[src/rtl/signal_head_driver_pkg.sv]
// ---------------------------------------------------------------------------
// traffic_pkg
//   Shared encodings for the traffic-signal head driver: the 4-bit state
//   codes produced by the traffic FSM, lamp drive patterns {red,amber,green},
//   the driver's internal modes and small decode helpers.
// ---------------------------------------------------------------------------
package traffic_pkg;

  // State codes from the traffic FSM; anything with code[3:2] != 0 is invalid.
  localparam logic [3:0] S_NS_GREEN = 4'd0;
  localparam logic [3:0] S_NS_AMBER = 4'd1;
  localparam logic [3:0] S_EW_GREEN = 4'd2;
  localparam logic [3:0] S_EW_AMBER = 4'd3;

  // Lamp drives, bit order {red, amber, green}.
  localparam logic [2:0] LAMP_RED   = 3'b100;
  localparam logic [2:0] LAMP_AMBER = 3'b010;
  localparam logic [2:0] LAMP_GREEN = 3'b001;
  localparam logic [2:0] LAMP_OFF   = 3'b000;

  typedef enum logic [1:0] {
    M_CLEAR = 2'd0,
    M_RUN   = 2'd1,
    M_FAULT = 2'd2
  } mode_t;

  typedef enum logic [1:0] {
    DIR_NONE = 2'd0,
    DIR_NS   = 2'd1,
    DIR_EW   = 2'd2
  } dir_t;

  typedef struct packed {
    logic [2:0] ns;
    logic [2:0] ew;
  } lamp_pair_t;

  function automatic logic is_valid_code(input logic [3:0] code);
    return (code == S_NS_GREEN) || (code == S_NS_AMBER) ||
           (code == S_EW_GREEN) || (code == S_EW_AMBER);
  endfunction

  function automatic dir_t dir_of(input logic [3:0] code);
    return ((code == S_EW_GREEN) || (code == S_EW_AMBER)) ? DIR_EW : DIR_NS;
  endfunction

  // Run-mode lamp pattern for a valid code; invalid codes decode to all-red.
  function automatic lamp_pair_t decode_lamps(input logic [3:0] code);
    lamp_pair_t r;
    r.ns = LAMP_RED;
    r.ew = LAMP_RED;
    case (code)
      S_NS_GREEN: r.ns = LAMP_GREEN;
      S_NS_AMBER: r.ns = LAMP_AMBER;
      S_EW_GREEN: r.ew = LAMP_GREEN;
      S_EW_AMBER: r.ew = LAMP_AMBER;
      default: ;
    endcase
    return r;
  endfunction

  function automatic logic is_onehot3(input logic [2:0] lamp);
    return (lamp == LAMP_RED) || (lamp == LAMP_AMBER) || (lamp == LAMP_GREEN);
  endfunction

endpackage

[src/rtl/signal_head_driver_lamp_flasher.sv]
// ---------------------------------------------------------------------------
// lamp_flasher
//   Half-period divider for the fail-safe flashing amber. While 'clear' is
//   high the divider is held at the start of an "on" half-period, so the
//   first cycle after clear drops is the second cycle of that "on" phase.
//   The output is the phase the divider will hold after the coming edge,
//   letting the parent register it straight into its lamp outputs.
//
// Ports:
//   clk      in   system clock
//   reset    in   synchronous reset, active-low
//   clear    in   hold divider at the start of an "on" phase
//   flash_on out  next-cycle flash phase (1 = lamps on)
// ---------------------------------------------------------------------------
module lamp_flasher
  import traffic_pkg::*;
#(
  parameter int FLASH_HALF = 4
) (
  input  logic clk,
  input  logic reset,
  input  logic clear,
  output logic flash_on
);

  localparam int CW = (FLASH_HALF > 1) ? $clog2(FLASH_HALF) : 1;
  localparam logic [CW-1:0] LAST = CW'(FLASH_HALF - 1);

  logic [CW-1:0] cnt;
  logic [CW-1:0] cnt_next;
  logic          phase;
  logic          phase_next;

  always_comb begin
    cnt_next   = cnt;
    phase_next = phase;
    if (clear) begin
      cnt_next   = '0;
      phase_next = 1'b1;
    end else if (cnt == LAST) begin
      cnt_next   = '0;
      phase_next = ~phase;
    end else begin
      cnt_next   = cnt + CW'(1);
    end
  end

  always_ff @(posedge clk) begin
    if (!reset) begin
      cnt   <= '0;
      phase <= 1'b1;
    end else begin
      cnt   <= cnt_next;
      phase <= phase_next;
    end
  end

  assign flash_on = phase_next;

endmodule

[src/rtl/signal_head_driver.sv]
// ---------------------------------------------------------------------------
// signal_head_driver
//   Converts the traffic FSM's state code into registered lamp drives for
//   the north-south and east-west signal heads. Any change of right-of-way
//   direction is routed through an all-red clearance of ALLRED_CYCLES.
//   Persistent invalid codes or an unsafe lamp pattern latch a flashing-amber
//   fail-safe that only reset can leave.
//
// Ports:
//   clk       in   system clock
//   reset     in   synchronous reset, active-low
//   state_in  in   [3:0] FSM currentState code
//   ns_lamp   out  [2:0] north-south {red,amber,green}, registered
//   ew_lamp   out  [2:0] east-west {red,amber,green}, registered
//   clearing  out  all-red clearance in progress
//   fault     out  sticky fail-safe indicator
// ---------------------------------------------------------------------------
module signal_head_driver
  import traffic_pkg::*;
#(
  parameter int ALLRED_CYCLES = 2,
  parameter int FLASH_HALF    = 4,
  parameter int INVALID_LIMIT = 3
) (
  input  logic       clk,
  input  logic       reset,
  input  logic [3:0] state_in,
  output logic [2:0] ns_lamp,
  output logic [2:0] ew_lamp,
  output logic       clearing,
  output logic       fault
);

  localparam int CLR_W = $clog2(ALLRED_CYCLES + 1);
  localparam int INV_W = $clog2(INVALID_LIMIT + 1);

  // Reset loads the full count because the first edge after reset release is
  // itself the first clearance cycle; a direction change loads one less since
  // the entry edge already shows all-red with clearing high.
  localparam logic [CLR_W-1:0] CLR_FULL  = CLR_W'(ALLRED_CYCLES);
  localparam logic [CLR_W-1:0] CLR_ENTRY = CLR_W'(ALLRED_CYCLES - 1);
  localparam logic [INV_W-1:0] INV_MAX   = INV_W'(INVALID_LIMIT);

  mode_t            mode;
  dir_t             dir;
  logic [CLR_W-1:0] clr_cnt;
  logic [INV_W-1:0] inv_cnt;
  logic [INV_W-1:0] inv_next;
  logic [3:0]       tgt_code;
  logic             tgt_valid;

  logic             code_valid;
  dir_t             code_dir;
  lamp_pair_t       run_lamps;
  logic [3:0]       exit_code;
  lamp_pair_t       exit_lamps;
  logic             conflict;
  logic             fault_trip;
  logic             flash_clear;
  logic             flash_on;
  logic [2:0]       flash_lamp;

  assign code_valid = is_valid_code(state_in);
  assign code_dir   = dir_of(state_in);
  assign run_lamps  = decode_lamps(state_in);

  // Leaving clearance shows the freshest valid code, including this cycle's.
  assign exit_code  = code_valid ? state_in : tgt_code;
  assign exit_lamps = decode_lamps(exit_code);

  // Checked on the registered outputs, so a bad pattern trips on the next edge.
  assign conflict = (ns_lamp[0] & ew_lamp[0]) |
                    ~is_onehot3(ns_lamp) | ~is_onehot3(ew_lamp);

  // Both trip sources look at registered state, so FAULT outranks any
  // direction change decided on the same edge.
  assign fault_trip = (mode != M_FAULT) && ((inv_cnt == INV_MAX) || conflict);

  // Saturating count of consecutive invalid codes.
  always_comb begin
    inv_next = inv_cnt;
    if (code_valid) begin
      inv_next = '0;
    end else if (inv_cnt != INV_MAX) begin
      inv_next = inv_cnt + INV_W'(1);
    end
  end

  // Held cleared outside FAULT so the flash always opens with amber on.
  assign flash_clear = (mode != M_FAULT);
  assign flash_lamp  = flash_on ? LAMP_AMBER : LAMP_OFF;

  lamp_flasher #(
    .FLASH_HALF (FLASH_HALF)
  ) u_flasher (
    .clk      (clk),
    .reset    (reset),
    .clear    (flash_clear),
    .flash_on (flash_on)
  );

  always_ff @(posedge clk) begin
    if (!reset) begin
      mode      <= M_CLEAR;
      dir       <= DIR_NONE;
      clr_cnt   <= CLR_FULL;
      inv_cnt   <= '0;
      tgt_code  <= S_NS_GREEN;
      tgt_valid <= 1'b0;
      ns_lamp   <= LAMP_RED;
      ew_lamp   <= LAMP_RED;
      clearing  <= 1'b0;
      fault     <= 1'b0;
    end else begin
      case (mode)
        M_FAULT: begin
          ns_lamp  <= flash_lamp;
          ew_lamp  <= flash_lamp;
          clearing <= 1'b0;
          fault    <= 1'b1;
        end

        default: begin
          inv_cnt <= inv_next;

          if (fault_trip) begin
            mode     <= M_FAULT;
            ns_lamp  <= flash_lamp;
            ew_lamp  <= flash_lamp;
            clearing <= 1'b0;
            fault    <= 1'b1;
          end else if (mode == M_RUN) begin
            // Invalid codes fall through and hold the current lamps.
            if (code_valid) begin
              if (code_dir == dir) begin
                ns_lamp <= run_lamps.ns;
                ew_lamp <= run_lamps.ew;
              end else begin
                mode      <= M_CLEAR;
                clr_cnt   <= CLR_ENTRY;
                tgt_code  <= state_in;
                tgt_valid <= 1'b1;
                ns_lamp   <= LAMP_RED;
                ew_lamp   <= LAMP_RED;
                clearing  <= 1'b1;
              end
            end
          end else begin
            // Clearance: track the latest valid target without restarting.
            if (code_valid) begin
              tgt_code  <= state_in;
              tgt_valid <= 1'b1;
            end

            if (clr_cnt != '0) begin
              clr_cnt  <= clr_cnt - CLR_W'(1);
              ns_lamp  <= LAMP_RED;
              ew_lamp  <= LAMP_RED;
              clearing <= 1'b1;
            end else if (code_valid || tgt_valid) begin
              mode     <= M_RUN;
              dir      <= dir_of(exit_code);
              ns_lamp  <= exit_lamps.ns;
              ew_lamp  <= exit_lamps.ew;
              clearing <= 1'b0;
            end else begin
              ns_lamp  <= LAMP_RED;
              ew_lamp  <= LAMP_RED;
              clearing <= 1'b1;
            end
          end
        end
      endcase
    end
  end

endmodule

[config.mk]
export PLATFORM = sky130hd
export DESIGN_NAME = signal_head_driver
export DESIGN_NICKNAME = d
export VERILOG_FILES = /design/src/rtl/signal_head_driver_pkg.sv /design/src/rtl/signal_head_driver_lamp_flasher.sv /design/src/rtl/signal_head_driver.sv
export SDC_FILE = /design/constraint.sdc
export NUM_CORES = 1
export LEC_CHECK = 0
export ABC_AREA = 1
export BUFFER_PORTS_ARGS = -buffer_cell sky130_fd_sc_hd__buf_2
export CORE_MARGIN = 2
export CORE_UTILIZATION = 54
export CTS_CLUSTER_SIZE = 8
export DETAILED_ROUTE_END_ITERATION = 8
export PLACE_DENSITY = 0.75
export SLEW_MARGIN = 20
export SYNTH_ARGS = -nofsm -noshare
export SYNTH_HDL_FRONTEND = slang
export SYNTH_HIERARCHICAL = 1
export SYNTH_SLANG_ARGS = --single-unit
[constraint.sdc]
create_clock -name clk -period 1.8 [get_ports clk]
set_clock_uncertainty 0.15 [all_clocks]
set_input_delay 0.27 -clock clk [delete_from_list [all_inputs] [get_ports clk]]
set_output_delay 0.27 -clock clk [all_outputs]
set_load 0.005 [all_outputs]
==> results of run 1 <==
-- layer usage --
| metal | track usage (%) | up-vias |
|---|---|---|
| met5 | 0 | - |
| met3 | 3.51 | 4 |
| li1 | - | 694 |
| met2 | 36.1 | 22 |
| met4 | 5.23 | 0 |
| met1 | 26.2 | 610 |
-- cell families (layout without fill, tap and decap cells) --
| logic type | after synthesis | after routing | synth area share, % |
|---|---|---|---|
| compound gates | 32 | 32 | 12.3 |
| buf+inv | 34 | 50 | 9.03 |
| fa+ha+maj | 3 | 3 | 2.63 |
| xor+xnor | 1 | 1 | 0.614 |
| flops | 24 | 24 | 33.7 |
| simple gates | 107 | 107 | 41.8 |
-- layout by cell type, fill, tap and decap left out, types with 3 or more instances in the layout --
cell type  Yosys  layout
buf_2          1      13
ha_1           3       3
nand3_1       27      27
nand2_2        4       4
a21oi_1       12      12
o21ai_1        3       3
nor3_1         4       4
nand4_1        5       5
o21ai_0       12      12
nand2_4        3       3
inv_1         30      30
clkbuf_4       0       3
inv_2          3       3
nor2_2         4       4
dfxtp_1       24      24
nand2_1       35      35
nor2_1        15      15
-- through the flow --
step / total power [mW] / instance area (µm²) / hold slack, ns
after floorplan: 1.50 / 1430 / 0.246
after global placement: 1.69 / 1530 / 0.255
after detailed placement: 1.73 / 1530 / 0.259
after CTS: 2.00 / 1560 / 0.150
after global routing: 2.19 / 1560 / 0.142
final: 1.99 / 1560 / 0.155
-- layout make-up --
cell class | count | share of cell area (%)
Timing Repair Buffer | 13 | 4.17
Sequential cell | 24 | 30.8
Multi-Input combinational cell | 143 | 52.4
Inverter | 33 | 7.93
Tap cell | 30 | 2.40
Clock buffer | 4 | 2.32
-- worst min-delay path by stage --
| stage | end | cells past startpoint | slack (ns) | startpoint |
|---|---|---|---|---|
| floorplan | u_flasher/cnt[0] | 1 | 0.25 | u_flasher/cnt[0] |
| global route | clr_cnt[1] | 2 | 0.14 | reset |
| detailed placement | u_flasher/cnt[0] | 1 | 0.26 | u_flasher/cnt[0] |
| CTS | clr_cnt[1] | 2 | 0.15 | reset |
| global placement | u_flasher/cnt[0] | 1 | 0.26 | u_flasher/cnt[0] |
| finish | clr_cnt[1] | 2 | 0.15 | reset |
-- state kept, by name, indices dropped and copies added (netlist names) --
name	cells
tgt_code	4
ew_lamp	3
ns_lamp	3
clr_cnt	2
dir	2
inv_cnt	2
mode	2
u_flasher/cnt	2
clearing	1
fault	1
tgt_valid	1
u_flasher/phase	1
-- worst max-delay path, stage by stage, from the launching register on --
cell and delay (ns):
dfxtp_1 0.36, inv_1 0.07, nor2_1 0.22, inv_1 0.19, nand4_4 0.22, nand2_1 0.09, o21ai_0 0.10, a21oi_1 0.09
-- power groups by stage --
stage	Combinational [mW]	Clock, mW	Sequential (mW)
3_5_place_dp	0.931	0	0.797
6_report	0.932	0.277	0.782
2_1_floorplan	0.719	0	0.779
4_1_cts	0.936	0.285	0.783
3_3_place_gp	0.900	0	0.788
5_1_grt	1.06	0.313	0.809
==> flow_summary.toml, run 1 <==
[status]
status = "completed"

[synthesis]
synth_warnings = 6
synth-edff-count = 0
synth_most_common_cell = "nand2_1"
syn_area_mm2 = 0.00143
yosysUniqueCellTypes = 29
syn_area_per_cell_um2 = 7.10
yosysSeqAreaShare_pct = 33.7
yosys-top-cells-area = "dfxtp_1 34%, nand3_1 9.5%, nand2_1 9.2%"
synth_commonest_cells = "35 x nand2_1, 30 x inv_1, 27 x nand3_1"
synth_top_area_cell = "dfxtp_1"
synth_top_area_share_pct = 33.7
synth_fp_nets = 210
synth_flop_cell = "dfxtp_1"
ys_seq_elements = 24
synth_async_sr_flop_share_pct = 0
netlist_instances = 201

[clock_tree]
post_cts_buffers = 0
cts_hold_buf = 0
htree_levels = 1
cts_buffers = 3
clkSinkCount = 24
clk_pin_slew_ns = 0.12
clock_path_buffers = 2
cts_resized = 0
root_buffer = "clkbuf_4"
clkLatencyLatePin_ns = 0.30
cts_tree = "built"

[floorplanning]
initial_utilization_pct = 57.1
row_count = 18
ios = 14
die_area_mm2 = 0.00307
die_y_um = 55.4
die_x_um = 55.4
core_mm2 = 0.00250

[global_route]
grt_remaining_overflow = 0
grtUsageTotal_pct = 20.6
grt_pass1_vias = 1235
grt_pass1_wl_um = 5300
grt_start_max_net_pins = 17
antenna_found_initial = 0

[final_layout]
fillers = 237
antennaDiodeCount = 0
drive_above_1_share_pct = 18.4
synthToLayoutAreaGrowth_pct = 9.38
utilization_pct = 62.5
multi_input_area_um2 = 818
stdcell_count = 247
final_nets = 227
regArea_um2 = 480

[timing]
rsz0062_at_grt = "false"
period_needed_ns = 1.60
slew_violations = 0
hold_viol = 0
timing.fmax_ghz = 0.626
tns_ns = 0
worstMarginPinSlew_ns = 0.339
finalCritPeriodShare_pct = 88.7
fin_ws_ns = 0.203
slew_headroom_pct = 77.2
finalSetupViolCount = 0

[setup_path]
rr_endpoint = "ns_lamp[1]"
cp-startpoint = "mode[1]"
critPathCapture = "ns_lamp[1]"
start_kind = "register"
path_class = "register to register"
critPathRequiredTime_ns = 1.85
critical_path_arrival_ns = 1.65
rr_worst_depth = 7
worst_setup_path_end_kind = "register"
reg2reg_from = "mode[1]"
cp_max_fo = 10
reg2reg_slack_ns = 0.20

[place]
place_inst = 243
dp_worst_setup_slack_ns = 0.161
port_buffers = 13
post-dp-hpwl_um = 2340
place_congestion = 0.828

[pwr]
ir_drop_uv = 760
seq_power_share_pct = 39.3
p_int_mw = 1.13
clkPwrFrac_pct = 13.9
leakage_nw = 0.743
combPwrFrac_pct = 46.8
p_per_area_mw_per_mm2 = 1270
swShare_pct = 43.0
p_switching_mw = 0.856

[route]
dr.first_iter.drc_count = 38
drtPass1Iterations = 4
avgViaCountPerCell = 5.38
wl_met1_um = 1340
dr_wl_met3_um = 83
vias = 1330
dr.max_layer_used = "met4"
drt-wirelength-per-cell_um = 11.6
wl_met2_um = 1430
drtAntennaViolNets = 0
routed_wl_um = 2880
drc_errors = 0

[min_path]
hp-class = "input pin to register"

[run]
cap_viol_max_count = 0
Power figures use the tool's default switching activity.
==> run 2, diff against run 1 <==
==> constraint.sdc (replaced) <==
create_clock -name clk -period 1.8 [get_ports clk]
set_clock_uncertainty 0.15 [all_clocks]
set_input_delay 0.09 -clock clk [delete_from_list [all_inputs] [get_ports clk]]
set_output_delay 0.09 -clock clk [all_outputs]
set_load 0.005 [all_outputs]
==> run 2 against run 1 <==
Maximum frequency fell by 0.79%; die area unchanged; non-clock buffer count increased by 2; sequential cell count unchanged; critical path type unchanged; critical endpoint unchanged; highest routed layer unchanged.
==> flow_summary.toml, run 2 (synthesis gave the netlist of run 1 again) <==
[pwr]
clkPwrFrac_pct = 14.4
ir_drop_uv = 795
p_per_area_mw_per_mm2 = 1260
p_int_mw = 1.14
swShare_pct = 43.0
seq_power_share_pct = 39.3
combPwrFrac_pct = 46.3
leakage_nw = 0.752
p_switching_mw = 0.855

[final_layout]
final_nets = 229
final_common_cell = "nand2_1"
final_cell_mix = "35 x nand2_1, 30 x inv_1, 27 x nand3_1"
top_register = "tgt_code"
antennaDiodeCount = 0
drive_above_1_share_pct = 18.3
stdcell_count = 249
top_regs = "tgt_code x4, ew_lamp x3, ns_lamp x3"
synthToLayoutAreaGrowth_pct = 10.8
largest_reg_flops = 4

[route]
routed_wl_um = 2900
dr.first_iter.drc_count = 43
drtPass1Iterations = 4
drt-wirelength-per-cell_um = 11.7
vias = 1334
avgViaCountPerCell = 5.36
drtAntennaViolNets = 0
drc_errors = 0

[setup_path]
critical_path_arrival_ns = 1.71
cp_max_fo = 9
critPathRequiredTime_ns = 1.90
path_class = "register to register"
worst_setup_path_end_kind = "register"
start_kind = "register"

[global_route]
antenna_found_initial = 0
grt_pass1_wl_um = 5040
grtUsageTotal_pct = 19.8
grt_remaining_overflow = 0
grt_start_max_net_pins = 17
grt_pass1_vias = 1196

[place]
place_inst = 243
port_buffers = 13
place_congestion = 0.849
post-dp-hpwl_um = 2270

[floorplanning]
row_count = 18
die_x_um = 55.4
die_y_um = 55.4
core_mm2 = 0.00250
die_area_mm2 = 0.00307
ios = 14
initial_utilization_pct = 57.1

[timing]
tns_ns = 0
slew_violations = 0
slew_headroom_pct = 77.9
period_needed_ns = 1.61
finalSetupViolCount = 0
timing.fmax_ghz = 0.621
hold_viol = 0
fin_hold_ws_ns = 0.00989
worstMarginPinSlew_ns = 0.327
finalCritPeriodShare_pct = 89.4
rsz0062_at_grt = "false"

[clock_tree]
clock_path_buffers = 2
htree_levels = 1
cts_tree = "built"
clkLatencyLatePin_ns = 0.31
root_buffer = "clkbuf_4"
clkSinkCount = 24
clk_pin_slew_ns = 0.13
cts_buffers = 3

[run]
cap_viol_max_count = 0

[status]
status = "completed"

[min_path]
hp-class = "input pin to register"
## run 2: layout make-up
class                      count  area (µm²)
fill                         237         918
multi-input combinational    143         818
sequential                    24         480
inverter                      33         124
timing repair buffer          15        85.1
tap                           30        37.5
clock buffer                   4        36.3
## run 2: path summary, 6_finish.rpt
| kind | startpoint | to | slack (ns) | depth (start not counted) |
|---|---|---|---|---|
| setup / recovery | mode[1] | ns_lamp[1] | 0.19 | 8 |
| hold / removal | state_in[3] | tgt_valid | 0.01 | 4 |
| setup reg to reg | mode[1] | ns_lamp[1] | 0.19 | 8 |
| hold reg to reg | u_flasher/cnt[0] | u_flasher/cnt[0] | 0.28 | 1 |
## run 2: metal layers
layer / share of wire (%) / global-route usage, % / up-vias
met4: 0.45 / 4.88 / 0
li1: - / - / 698
met2: 49 / 33.3 / 34
met1: 45 / 26.3 / 600
met5: 0 / 0 / -
met3: 5.5 / 3.51 / 2
## run 2: repair_timing
item	4_1_cts	5_1_grt
endpoints found under the hold margin	5	0
resized for setup	0	0
buffers inserted	0	0
hold buffers	2	0
## run 2: power by group through the flow
stage / combinational (mW) / sequential, mW / clock (mW)
after floorplan: 0.719 / 0.779 / 0
after global placement: 0.892 / 0.788 / 0
after detailed placement: 0.924 / 0.793 / 0
after CTS: 0.927 / 0.782 / 0.292
after global routing: 1.06 / 0.799 / 0.313
final: 0.921 / 0.782 / 0.287
## run 2: stage by stage
step	setup WS (ns)	total power, mW	util (%)	cell area, µm²
after floorplan	0.361	1.50	-	1430
after global placement	0.233	1.68	61.0	1530
after detailed placement	0.218	1.72	61.0	1530
after CTS	0.193	2.00	63.3	1580
after global routing	0.0257	2.17	63.3	1580
final	0.191	1.99	63.3	1580
## run 2: worst max-delay path, stage by stage, from the launching register on
cell and delay (ns):
dfxtp_1 0.36, inv_1 0.06, nand2_2 0.14, nand2_1 0.18, nor2_4 0.25, nand4_1 0.10, nand2_1 0.07, o21ai_0 0.09
a21oi_1 0.13
==> run 3, diff against run 2 <==
--- a/config.mk
+++ b/config.mk
@@ -9,6 +9,7 @@
 export BUFFER_PORTS_ARGS = -buffer_cell sky130_fd_sc_hd__buf_2
 export CORE_MARGIN = 2
 export CORE_UTILIZATION = 54
+export CTS_BUF_LIST = sky130_fd_sc_hd__clkbuf_16
 export CTS_CLUSTER_SIZE = 8
 export DETAILED_ROUTE_END_ITERATION = 8
 export PLACE_DENSITY = 0.75
==> run 3 against run 2 <==
Sequential share of layout area decreased by 0.43 points; core utilization increased by 0.90 points; via count increased by 1.3%; clock power increased by 67%; hold slack improved by 0.035 ns; clock-buffer cell count decreased by 1; die area unchanged; global-route usage increased by 0.21 points; first-iteration DRC count decreased by 4.7%; sequential power about the same; register-to-register slack about the same; critical path type unchanged; critical endpoint unchanged.
==> flow_summary.toml, run 3 (synthesis gave the netlist of run 1 again) <==
[clock_tree]
cts_hold_buf = 0
clkLatencyLatePin_ns = 0.25
cts_resized = 0
cts_tree = "built"
htree_levels = 1
clkSinkCount = 24
cts_buffers = 3
post_cts_buffers = 0
clock_path_buffers = 2
clk_pin_slew_ns = 0.06
root_buffer = "clkbuf_16"

[timing]
finalSetupViolCount = 0
period_needed_ns = 1.60
slew_violations = 0
slew_headroom_pct = 77.2
hold_viol = 0
timing.fmax_ghz = 0.624
finalCritPeriodShare_pct = 89.1
rsz0062_at_grt = "false"
tns_ns = 0
worstMarginPinSlew_ns = 0.338

[floorplanning]
die_y_um = 55.4
row_count = 18
ios = 14
die_x_um = 55.4
initial_utilization_pct = 57.1
die_area_mm2 = 0.00307
core_mm2 = 0.00250

[final_layout]
antennaDiodeCount = 0
top_register = "tgt_code"
utilization_pct = 64.2
final_nets = 227
largest_reg_flops = 4
final_cell_mix = "35 x nand2_1, 30 x inv_1, 27 x nand3_1"
top_regs = "tgt_code x4, ew_lamp x3, ns_lamp x3"
drive_above_1_share_pct = 18.0
synthToLayoutAreaGrowth_pct = 12.4
final_area_mm2 = 0.00160
final_common_cell = "nand2_1"

[pwr]
ir_drop_uv = 886
leakage_nw = 0.761
power.total_mw = 2.18
p_per_area_mw_per_mm2 = 1360

[global_route]
grt_use_met3_pct = 3.28
grtUsageTotal_pct = 20.0
antenna_found_initial = 0
grt_remaining_overflow = 0
grtUsageMet2_pct = 32.7
grtUsageMet1_pct = 26.8
grt_start_max_net_pins = 17
gr-max-usage-layer = "met2"
grt_pass1_vias = 1221
grt_pass1_wl_um = 5110

[route]
vias = 1351
dr.first_iter.drc_count = 41
drtPass1Iterations = 4
routed_wl_um = 2910
drt-wirelength-per-cell_um = 11.8
avgViaCountPerCell = 5.47
drtAntennaViolNets = 0
drc_errors = 0

[setup_path]
cp_max_fo = 9
crit_top_cell = "nand2_1"
critical_path_arrival_ns = 1.64
critical_path.max_stage_delay_ns = 0.34
path_class = "register to register"
worst_setup_path_end_kind = "register"
slowest_stage = "dfxtp_1"
path_cells = "inv_1 > nand2_2 > nand2_1 > nor2_4 > nand4_1 > nand2_1 > o21ai_0 > a21oi_1"
start_kind = "register"
critPathRequiredTime_ns = 1.83

[place]
post-dp-hpwl_um = 2270
port_buffers = 13
post_dp_cell_area_mm2 = 0.00153
place_congestion = 0.849

[run]
cap_viol_max_count = 0

[min_path]
hp-class = "input pin to register"

[status]
status = "completed"
[run 3: cell types whose count changed in the layout (fill, tap and decap cells not counted), sizes merged]
cell,previous run,this run
clkinv,0,1
dlygate4sd3,2,0
clkbuf,4,3
[run 3: critical path, delay by kind of cell, from the launching register on]
family / cells / cell delay, ns
AOI/OAI and AO/OA: 2 / 0.23
buffers and inverters: 1 / 0.06
DFF: 1 / 0.34
and+or+nand+nor: 5 / 0.74
[run 3: worst paths after layout]
kind / from / to / slack, ns / cells after the start
hold / removal: reset / ns_lamp[2] / 0.04 / 2
setup reg to reg: mode[1] / ns_lamp[1] / 0.20 / 8
setup / recovery: mode[1] / ns_lamp[1] / 0.20 / 8
hold reg to reg: u_flasher/cnt[0] / u_flasher/cnt[0] / 0.27 / 1
[run 3: cell type report]
cell class | instances | area, µm²
Fill cell | 225 | 896
Clock buffer | 3 | 75.1
Tap cell | 30 | 37.5
Clock inverter | 1 | 3.75
Sequential cell | 24 | 480
Timing Repair Buffer | 13 | 65.1
Inverter | 33 | 124
Multi-Input combinational cell | 143 | 818
[run 3: per-layer routing]
layer	routed length (µm)	share of wire, %
met3	114	3.9
met4	13	0.45
met2	1420	49
met1	1360	47
met5	0	0
[run 3: stage by stage]
| step | std cells | hold WS (ns) | setup slack (ns) |
|---|---|---|---|
| 2_1_floorplan | 201 | 0.0747 | 0.361 |
| 3_3_place_gp | 243 | 0.253 | 0.233 |
| 3_5_place_dp | 243 | 0.260 | 0.218 |
| 4_1_cts | 247 | 0.0277 | 0.199 |
| 5_1_grt | 247 | 0.0503 | 0.0113 |
| 6_report | 247 | 0.0448 | 0.197 |
[run 3: power by group]
| part | total (mW) | switching [mW] | leakage (nW) | internal, mW |
|---|---|---|---|---|
| clock | 0.479 | 0.182 | 0.0385 | 0.297 |
| sequential | 0.784 | 0.101 | 0.197 | 0.682 |
| combinational | 0.920 | 0.592 | 0.525 | 0.329 |
| total | 2.18 | 0.875 | 0.761 | 1.31 |
